### src/rtl/mem_port_arbiter_if.sv
// mem_port_arbiter_if: fetch/data request ports, memory port and status of the IF/MEM memory arbiter
interface mem_port_arbiter_if #(
    parameter int ADDR_W = 32,
    parameter int DATA_W = 32
);
    logic              if_req;
    logic [ADDR_W-1:0] if_addr;
    logic [DATA_W-1:0] if_rdata;
    logic              if_ack;
    logic              d_read;
    logic              d_write;
    logic [ADDR_W-1:0] d_addr;
    logic [DATA_W-1:0] d_wdata;
    logic [DATA_W-1:0] d_rdata;
    logic              d_ack;
    logic              mem_en;
    logic              mem_we;
    logic [ADDR_W-1:0] mem_addr;
    logic [DATA_W-1:0] mem_wdata;
    logic [DATA_W-1:0] mem_rdata;
    logic              mem_ready;
    logic              stall_if;
    logic              stall_mem;
    logic              err;

    modport slave (
        input  if_req, if_addr, d_read, d_write, d_addr, d_wdata, mem_rdata, mem_ready,
        output if_rdata, if_ack, d_rdata, d_ack, mem_en, mem_we, mem_addr, mem_wdata,
               stall_if, stall_mem, err
    );

    modport master (
        output if_req, if_addr, d_read, d_write, d_addr, d_wdata, mem_rdata, mem_ready,
        input  if_rdata, if_ack, d_rdata, d_ack, mem_en, mem_we, mem_addr, mem_wdata,
               stall_if, stall_mem, err
    );
endinterface

### src/rtl/mem_port_arbiter.sv
// mem_port_arbiter: shares one single-ported memory between IF and MEM stages
// with alternating priority under contention, one-cycle acks and a sticky timeout flag.
module mem_port_arbiter #(
    parameter int ADDR_W  = 32,
    parameter int DATA_W  = 32,
    parameter int TIMEOUT = 16
) (
    input logic clk,
    input logic rst,
    mem_port_arbiter_if.slave bus
);
    localparam int CNT_W = $clog2(TIMEOUT + 1);

    typedef enum logic [1:0] {IDLE, IF_BUSY, D_BUSY} state_t;

    state_t           state, state_n;
    logic             last_d;
    logic [CNT_W-1:0] cnt;
    logic             if_pend, d_pend, grant_d, grant_if, done, tout;

    assign bus.mem_en    = state != IDLE;
    assign bus.stall_if  = bus.if_req & ~bus.if_ack;
    assign bus.stall_mem = (bus.d_read | bus.d_write) & ~bus.d_ack;

    // a port whose ack is high this cycle is masked so it is not regranted at once
    always_comb begin
        if_pend  = bus.if_req & ~bus.if_ack;
        d_pend   = (bus.d_read | bus.d_write) & ~bus.d_ack;
        grant_d  = d_pend & (~if_pend | ~last_d);
        grant_if = if_pend & ~grant_d;
        done     = (state != IDLE) & bus.mem_ready;
        tout     = (state != IDLE) & ~bus.mem_ready & (cnt == CNT_W'(TIMEOUT - 1));
        state_n  = state;
        if (state == IDLE)
            state_n = grant_d ? D_BUSY : grant_if ? IF_BUSY : IDLE;
        else if (done | tout)
            state_n = IDLE;
    end

    always_ff @(posedge clk)
        state <= rst ? IDLE : state_n;

    always_ff @(posedge clk) begin
        if (rst) begin
            last_d        <= 1'b0;
            cnt           <= '0;
            bus.if_ack    <= 1'b0;
            bus.d_ack     <= 1'b0;
            bus.if_rdata  <= '0;
            bus.d_rdata   <= '0;
            bus.mem_we    <= 1'b0;
            bus.mem_addr  <= '0;
            bus.mem_wdata <= '0;
            bus.err       <= 1'b0;
        end else begin
            bus.if_ack <= (state == IF_BUSY) & (done | tout);
            bus.d_ack  <= (state == D_BUSY) & (done | tout);
            bus.err    <= bus.err | tout;
            if (state == IDLE && (grant_d || grant_if)) begin
                bus.mem_addr  <= grant_d ? bus.d_addr : bus.if_addr;
                bus.mem_wdata <= bus.d_wdata;
                bus.mem_we    <= grant_d & bus.d_write;
                last_d        <= grant_d;
                cnt           <= '0;
            end else if (state != IDLE) begin
                cnt <= cnt + CNT_W'(cnt != CNT_W'(TIMEOUT));
            end
            if (state == IF_BUSY && (done || tout))
                bus.if_rdata <= done ? bus.mem_rdata : '0;
            if (state == D_BUSY && tout)
                bus.d_rdata <= '0;
            else if (state == D_BUSY && done && !bus.mem_we)
                bus.d_rdata <= bus.mem_rdata;
        end
    end
endmodule
### src/flat_wrapper.sv
// flat-port wrapper written by rule: the top's interface ports become plain ports
module mem_port_arbiter_flat 
#(
    parameter int ADDR_W  = 32,
    parameter int DATA_W  = 32,
    parameter int TIMEOUT = 16
)
  (clk, rst, bus_if_req, bus_if_addr, bus_d_read, bus_d_write, bus_d_addr, bus_d_wdata, bus_mem_rdata, bus_mem_ready, bus_if_rdata, bus_if_ack, bus_d_rdata, bus_d_ack, bus_mem_en, bus_mem_we, bus_mem_addr, bus_mem_wdata, bus_stall_if, bus_stall_mem, bus_err);
  mem_port_arbiter_if #(.ADDR_W(ADDR_W), .DATA_W(DATA_W)) bus_i ();
  input logic clk;
  input logic rst;
  input wire logic [$bits(bus_i.if_req)-1:0] bus_if_req;
  input wire logic [$bits(bus_i.if_addr)-1:0] bus_if_addr;
  input wire logic [$bits(bus_i.d_read)-1:0] bus_d_read;
  input wire logic [$bits(bus_i.d_write)-1:0] bus_d_write;
  input wire logic [$bits(bus_i.d_addr)-1:0] bus_d_addr;
  input wire logic [$bits(bus_i.d_wdata)-1:0] bus_d_wdata;
  input wire logic [$bits(bus_i.mem_rdata)-1:0] bus_mem_rdata;
  input wire logic [$bits(bus_i.mem_ready)-1:0] bus_mem_ready;
  output wire logic [$bits(bus_i.if_rdata)-1:0] bus_if_rdata;
  output wire logic [$bits(bus_i.if_ack)-1:0] bus_if_ack;
  output wire logic [$bits(bus_i.d_rdata)-1:0] bus_d_rdata;
  output wire logic [$bits(bus_i.d_ack)-1:0] bus_d_ack;
  output wire logic [$bits(bus_i.mem_en)-1:0] bus_mem_en;
  output wire logic [$bits(bus_i.mem_we)-1:0] bus_mem_we;
  output wire logic [$bits(bus_i.mem_addr)-1:0] bus_mem_addr;
  output wire logic [$bits(bus_i.mem_wdata)-1:0] bus_mem_wdata;
  output wire logic [$bits(bus_i.stall_if)-1:0] bus_stall_if;
  output wire logic [$bits(bus_i.stall_mem)-1:0] bus_stall_mem;
  output wire logic [$bits(bus_i.err)-1:0] bus_err;
  assign bus_i.if_req = bus_if_req;
  assign bus_i.if_addr = bus_if_addr;
  assign bus_i.d_read = bus_d_read;
  assign bus_i.d_write = bus_d_write;
  assign bus_i.d_addr = bus_d_addr;
  assign bus_i.d_wdata = bus_d_wdata;
  assign bus_i.mem_rdata = bus_mem_rdata;
  assign bus_i.mem_ready = bus_mem_ready;
  assign bus_if_rdata = bus_i.if_rdata;
  assign bus_if_ack = bus_i.if_ack;
  assign bus_d_rdata = bus_i.d_rdata;
  assign bus_d_ack = bus_i.d_ack;
  assign bus_mem_en = bus_i.mem_en;
  assign bus_mem_we = bus_i.mem_we;
  assign bus_mem_addr = bus_i.mem_addr;
  assign bus_mem_wdata = bus_i.mem_wdata;
  assign bus_stall_if = bus_i.stall_if;
  assign bus_stall_mem = bus_i.stall_mem;
  assign bus_err = bus_i.err;
  mem_port_arbiter #(.ADDR_W(ADDR_W), .DATA_W(DATA_W), .TIMEOUT(TIMEOUT)) u_core (.clk(clk), .rst(rst), .bus(bus_i));
endmodule
### config.mk
export PLATFORM = sky130hd
export DESIGN_NAME = mem_port_arbiter_flat
export DESIGN_NICKNAME = d
export VERILOG_FILES = /design/src/rtl/mem_port_arbiter_if.sv /design/src/rtl/mem_port_arbiter.sv /design/src/flat_wrapper.sv
export SDC_FILE = /design/constraint.sdc
export NUM_CORES = 1
export LEC_CHECK = 0
export ABC_CLOCK_PERIOD_IN_PS = 1500
export CORE_ASPECT_RATIO = 1.1
export CORE_UTILIZATION = 40
export CTS_BUF_LIST = sky130_fd_sc_hd__clkbuf_8 sky130_fd_sc_hd__clkbuf_16
export DETAILED_ROUTE_END_ITERATION = 8
export HOLD_SLACK_MARGIN = 0.15
export PLACE_DENSITY = 0.8
export SLEW_MARGIN = 20
export SYNTH_ARGS = -nofsm -noshare
export SYNTH_HDL_FRONTEND = slang
export SYNTH_SLANG_ARGS = --single-unit
### constraint.sdc
create_clock -name clk -period 1.5 [get_ports clk]
set_input_delay 0.15 -clock clk [delete_from_list [all_inputs] [get_ports clk]]
set_output_delay 0.15 -clock clk [all_outputs]
set_load 0.005 [all_outputs]
Word-level counts from Yosys, hierarchy flattened. Index checks and enable logic that the tools add are counted. Widths: inputs -> output; s select.

Register bits after elaboration: 140. Input bits: 134. Word-level logic and storage cells: 55.

Equality and inequality tests: 4. Multiplexer cells: 6. Reduce and logical (&&, ||, !) cells: 13. Bitwise logic cells: 20. Add/subtract/negate cells: 1.

Operators by type and width (count): $mux 32 (2); $and 1x1->1 (10); $mux 2 (3); $not 1->1 (6); $add 5x1->5 (1); $eq 5x4->1 const B (1); $logic_and 1x1->1 (5); $ne 5x5->1 const B (1); $or 1x1->1 (4); $reduce_bool 2->1 (2); $reduce_or 2->1 (2); $eq 2x1->1 const B (1); $eq 2x2->1 const B (1); $logic_not 2->1 (1); $logic_or 1x1->1 (2); $logic_not 1->1 (1); $mux 1 (1).

Depth between registers and ports, before layout. Gate-level depths: netlist of run 1.

Depth after elaboration: 10. Gate-level depth with buffers: 7. Gate-level depth less buffers: 7.

Worst setup path after synthesis of run 1. Ideal clock, no wire load.

Path type: register to register. From: reg u_core.cnt[0]. To: reg u_core.bus.d_rdata[10]. Clock period less this slack: 1.408 ns. Cell stages (with the launch flop): 7. Path buffers: 1. Slack: 0.092 ns. Required time: 1.384 ns. Library setup time: 0.116 ns. Arrival time: 1.293 ns. Path through: dfxtp_1 > ha_1 > and4b_1 > nor2b_1 > a21o_1 > buf_4 > a21oi_1.

Cells in the longest elaborated chain, start to end: 4.

Ends and longest elaborated chain: start: declaration (line mem_port_arbiter.sv:18) `logic [CNT_W-1:0] cnt;`; start signal: assignment (line mem_port_arbiter.sv:66) `cnt <= cnt + CNT_W'(cnt != CNT_W'(TIMEOUT));`; $eq 5x4->1 (line mem_port_arbiter.sv:32) `tout = (state != IDLE) & ~bus.mem_ready & (cnt == CNT_W'(TIMEOUT - 1));`; $and 1x1->1 (line mem_port_arbiter.sv:32); $logic_and 1x1->1 (line mem_port_arbiter.sv:70) `if (state == D_BUSY && tout)`; $reduce_or 2->1 (no line); end signal: assignment (line mem_port_arbiter.sv:73) `bus.d_rdata <= bus.mem_rdata;`; end: declaration (line mem_port_arbiter_if.sv:28) `output if_rdata, if_ack, d_rdata, d_ack, mem_en, mem_we, mem_addr, mem_wdata,`.

No other way between the ends. A chain may end at the register's enable or synchronous reset.

Final worst setup path of run 1.
From: reg u_core.cnt[0]. To: reg u_core.bus.d_rdata[9].

Same word-level chain as after synthesis.

==> results of run 1 <==
[sequential cells by signal, indices dropped and copies added (netlist names)]
name and flops:
u_core.bus.d_ack 1, u_core.bus.d_rdata 32, u_core.bus.err 1, u_core.bus.if_ack 1
u_core.bus.if_rdata 32, u_core.bus.mem_addr 32, u_core.bus.mem_wdata 32, u_core.bus.mem_we 1
u_core.cnt 5, u_core.last_d 1, u_core.state 2
[placed cells by master, fill, tap and decap left out, types with 3 or more instances in the layout]
| master | n |
|---|---|
| sky130_fd_sc_hd__a22oi_2 | 32 |
| sky130_fd_sc_hd__inv_1 | 3 |
| sky130_fd_sc_hd__a21oi_2 | 17 |
| sky130_fd_sc_hd__dfxtp_2 | 5 |
| sky130_fd_sc_hd__a21oi_1 | 19 |
| sky130_fd_sc_hd__clkbuf_8 | 3 |
| sky130_fd_sc_hd__buf_6 | 3 |
| sky130_fd_sc_hd__dfxtp_1 | 135 |
| sky130_fd_sc_hd__buf_4 | 11 |
| sky130_fd_sc_hd__mux2i_1 | 32 |
| sky130_fd_sc_hd__o2bb2ai_1 | 33 |
| sky130_fd_sc_hd__clkbuf_16 | 19 |
| sky130_fd_sc_hd__buf_12 | 9 |
| sky130_fd_sc_hd__nand2_1 | 71 |
| sky130_fd_sc_hd__bufinv_16 | 5 |
| sky130_fd_sc_hd__xor2_1 | 3 |
| sky130_fd_sc_hd__nor2_1 | 39 |
| sky130_fd_sc_hd__dlygate4sd2_1 | 3 |
| sky130_fd_sc_hd__clkdlybuf4s50_1 | 262 |
| sky130_fd_sc_hd__a22o_1 | 32 |
[cell type report]
| class | instances | area [um2] | share of cell area (%) |
|---|---|---|---|
| inverters | 5 | 23.8 | 0.262 |
| well taps | 157 | 196 | 2.17 |
| repair buffers | 296 | 3090 | 34.1 |
| multi-input cells | 308 | 2300 | 25.3 |
| clock buffers | 20 | 467 | 5.14 |
| clock inverters | 10 | 188 | 2.07 |
| flip-flops and latches | 140 | 2810 | 31.0 |
[critical path, stage by stage, from the launching register on]
cell and delay, ns:
sky130_fd_sc_hd__dfxtp_2 0.32, sky130_fd_sc_hd__ha_2 0.16, sky130_fd_sc_hd__and4b_2 0.25, sky130_fd_sc_hd__nor2b_4 0.13, sky130_fd_sc_hd__a21o_4 0.23, sky130_fd_sc_hd__buf_6 0.14
sky130_fd_sc_hd__buf_12 0.14, sky130_fd_sc_hd__a21oi_2 0.11
[what timing repair did]
| action | in CTS | in global routing |
|---|---|---|
| endpoints found under the setup margin | 37 | 65 |
| gates resized for setup | 34 | 13 |
| cloned | 2 | 3 |
| setup buffers | 4 | 2 |
| pin swaps | 3 | 17 |
| hold endpoints to repair | 0 | 0 |
[worst min path at each step]
| stage | slack [ns] | startpoint | to | cells past startpoint |
|---|---|---|---|---|
| finish | 0.20 | rst | u_core.bus.mem_we | 4 |
| CTS | 0.17 | rst | u_core.bus.mem_we | 4 |
| global placement | 0.44 | u_core.bus.d_rdata[27] | u_core.bus.d_rdata[27] | 2 |
| detailed placement | 0.45 | u_core.bus.d_rdata[4] | u_core.bus.d_rdata[4] | 2 |
| global route | 0.19 | rst | u_core.bus.mem_we | 4 |
| floorplan | 0.28 | bus_d_wdata[0] | u_core.bus.mem_wdata[0] | 1 |
[cells by family (layout without fill, tap and decap cells)]
family	Yosys count	in the layout	synth area share, %
and+or+nand+nor	126	126	10.3
buffers and inverters	44	331	5.79
xor gates and xnor gates	3	3	0.498
AOI/OAI and AO/OA	143	143	23.2
adders and majority gates	4	4	0.949
DFF	140	140	53.1
muxes	32	32	6.07
[power groups by stage]
stage          registers (mW)  logic [mW]  clock network [mW]
3_3_place_gp             4.27        1.90                   0
5_1_grt                  4.25        2.15                4.88
4_1_cts                  4.21        2.00                4.69
3_5_place_dp             4.28        1.95                   0
6_report                 4.21        2.02                4.61
2_1_floorplan            4.29       0.765                   0
[through the flow]
| step | setup WS, ns | total power [mW] |
|---|---|---|
| final | -0.0639 | 10.8 |
| after global routing | -0.134 | 11.3 |
| after CTS | -0.0767 | 10.9 |
| after detailed placement | -0.177 | 6.22 |
| after global placement | -0.0907 | 6.17 |
| after floorplan | 0.0917 | 5.05 |
[layer usage]
metal,up-vias,global-route usage (%)
li1,2309,-
met1,2365,25.7
met2,211,42.7
met3,12,7.51
met4,0,6.25
met5,-,0
==> flow_summary.yaml, run 1 <==
yosys:
  seq_area_frac_synth_pct: 53.1
  synth_cell_type_count: 36
  ys.flop_type: "sky130_fd_sc_hd__dfxtp_1"
  syn-mean-instance-area_um2: 10.7
  synth-edff-count: 0
  synth-seq-cells: 140
  synthesis.area_um2: 5280
  synth.top_cells.by_count: "sky130_fd_sc_hd__dfxtp_1, sky130_fd_sc_hd__nand2_1, sky130_fd_sc_hd__nor2_1"
  synth_most_common_cell: "sky130_fd_sc_hd__dfxtp_1"
  netlist.top_cell.by_area: "sky130_fd_sc_hd__dfxtp_1"
  synth.yosys.warnings: 0
  synth_top_area_share_pct: 53.1
  synth_area_leaders: "sky130_fd_sc_hd__dfxtp_1, sky130_fd_sc_hd__a22oi_2, sky130_fd_sc_hd__mux2i_1"
  synth.net_count: 630
  netlist_instances: 492
  synthArstFlopShare_pct: 0
timing:
  timing.final.max_slew_violations: 0
  max_freq_mhz: 639
  final-hold-violation-count: 0
  finalCriticalPeriod_ns: 1.56
  setup_repair_after_global_routing_missed_its_margin: "true"
  relSlewSlack_pct: 76.9
  timing.final.ws_setup_ns: -0.0639
  fin_tns_setup_ns: -1.51
  hold_slack_ns: 0.196
  finalSetupViolations: 48
  tightestPinTransition_ns: 0.346
  max_clock_skew_ns: 0.0118
  timing.final.crit_share_pct: 104
clock_tree:
  cts_htree_levels: 4
  worst_setup_hold_path_clk_slew_ns: 0.05
  tritoncts: "built"
  cts_num_sinks: 140
  clock_tree.buffer_depth: 2
  root_buffer: "sky130_fd_sc_hd__clkbuf_16"
  cts-buffers-inserted: 17
  clk-insertion-delay-late_ns: 0.40
  cts_hold_buf: 0
worst_setup_path:
  timing.critical_path.fanout_max: 8
  crit_path_end_kind: "flip-flop"
  worst_setup_path_start_kind: "flip-flop"
  cp-endpoint: "u_core.bus.d_rdata[9]"
  critPathRequiredTime_ns: 1.83
  crit_type: "flip-flop to flip-flop"
  timing.rr.end: "u_core.bus.d_rdata[9]"
  rr_worst_depth: 7
  regToRegSetupSlack_ns: -0.06
  worstPathArrival_ns: 1.89
  crit_start: "u_core.cnt[0]"
  regToRegStartpoint: "u_core.cnt[0]"
route:
  drtIter0Drc: 227
  met3RoutedLength_um: 1230
  drt_first_pass_iters: 7
  num_vias: 4897
  wl_per_cell_um: 17.6
  drt-met1-wl_um: 6410
  viasPerCell: 5.23
  met2RoutedLength_um: 8610
  post_route_drc: 19
  antenna_violating_nets_post_route: 0
  routed.top_layer: "met4"
  finalWirelength_um: 16400
global_route:
  wire_length_of_the_first_global_routing_pass_um: 24700
  grt_remaining_overflow: 0
  grt_start_max_net_pins: 49
  globalRouteTotalUtil_pct: 23.2
  grt_pass1_vias: 4968
  grt_antenna_before_repair: 0
floorplanning:
  start_util_pct: 41.4
  ioPinCount: 269
  rows: 43
  core_area_um2: 12800
  die-area_um2: 13700
  die_span_in_x_um: 112
  die_h_um: 122
outcome:
  status: "complete, but fails checks"
  violations: "design-rule violations, negative setup slack"
power:
  leakage_nw: 3.37
  cellPowerDensity_nw_per_um2: 1200
  power_frac_seq_pct: 38.9
  power_switching_share_pct: 23.2
  peakVddDrop_mv: 0.740
  p_sw_mw: 2.52
  p_comb_share_pct: 18.6
  cell_internal_pwr_mw: 8.33
  power_frac_clock_pct: 42.5
min_path:
  worst_hold_path_type: "primary input to flip-flop"
placement:
  placed_cell_area_um2: 8120
  place.detailed.instances: 896
  dpl.hpwl_um: 11300
  port_buf_inserts: 268
  place.gp.congestion: 0.759
final_layout:
  fin_nets: 906
  area_growth_pct: 71.9
  post_route_cells_drive_above_1_share_pct: 17.2
  finish.instance_area_um2: 9070
  filler_cell_count: 926
  postLayoutCoreUtil_pct: 71.2
  antenna-diode-count: 0
  final_cell_count_no_fill: 936
run:
  cap_violations: 0
(Power assumes the default switching activity.)
==> run 2, diff against run 1 <==
--- a/config.mk
+++ b/config.mk
@@ -6,6 +6,7 @@
 export NUM_CORES = 1
 export LEC_CHECK = 0
 export ABC_CLOCK_PERIOD_IN_PS = 1500
+export CAP_MARGIN = 10
 export CORE_ASPECT_RATIO = 1.1
 export CORE_UTILIZATION = 40
 export CTS_BUF_LIST = sky130_fd_sc_hd__clkbuf_8 sky130_fd_sc_hd__clkbuf_16
==> results of run 2 <==
Final layout, timing and power as in run 1 (identical DEF).
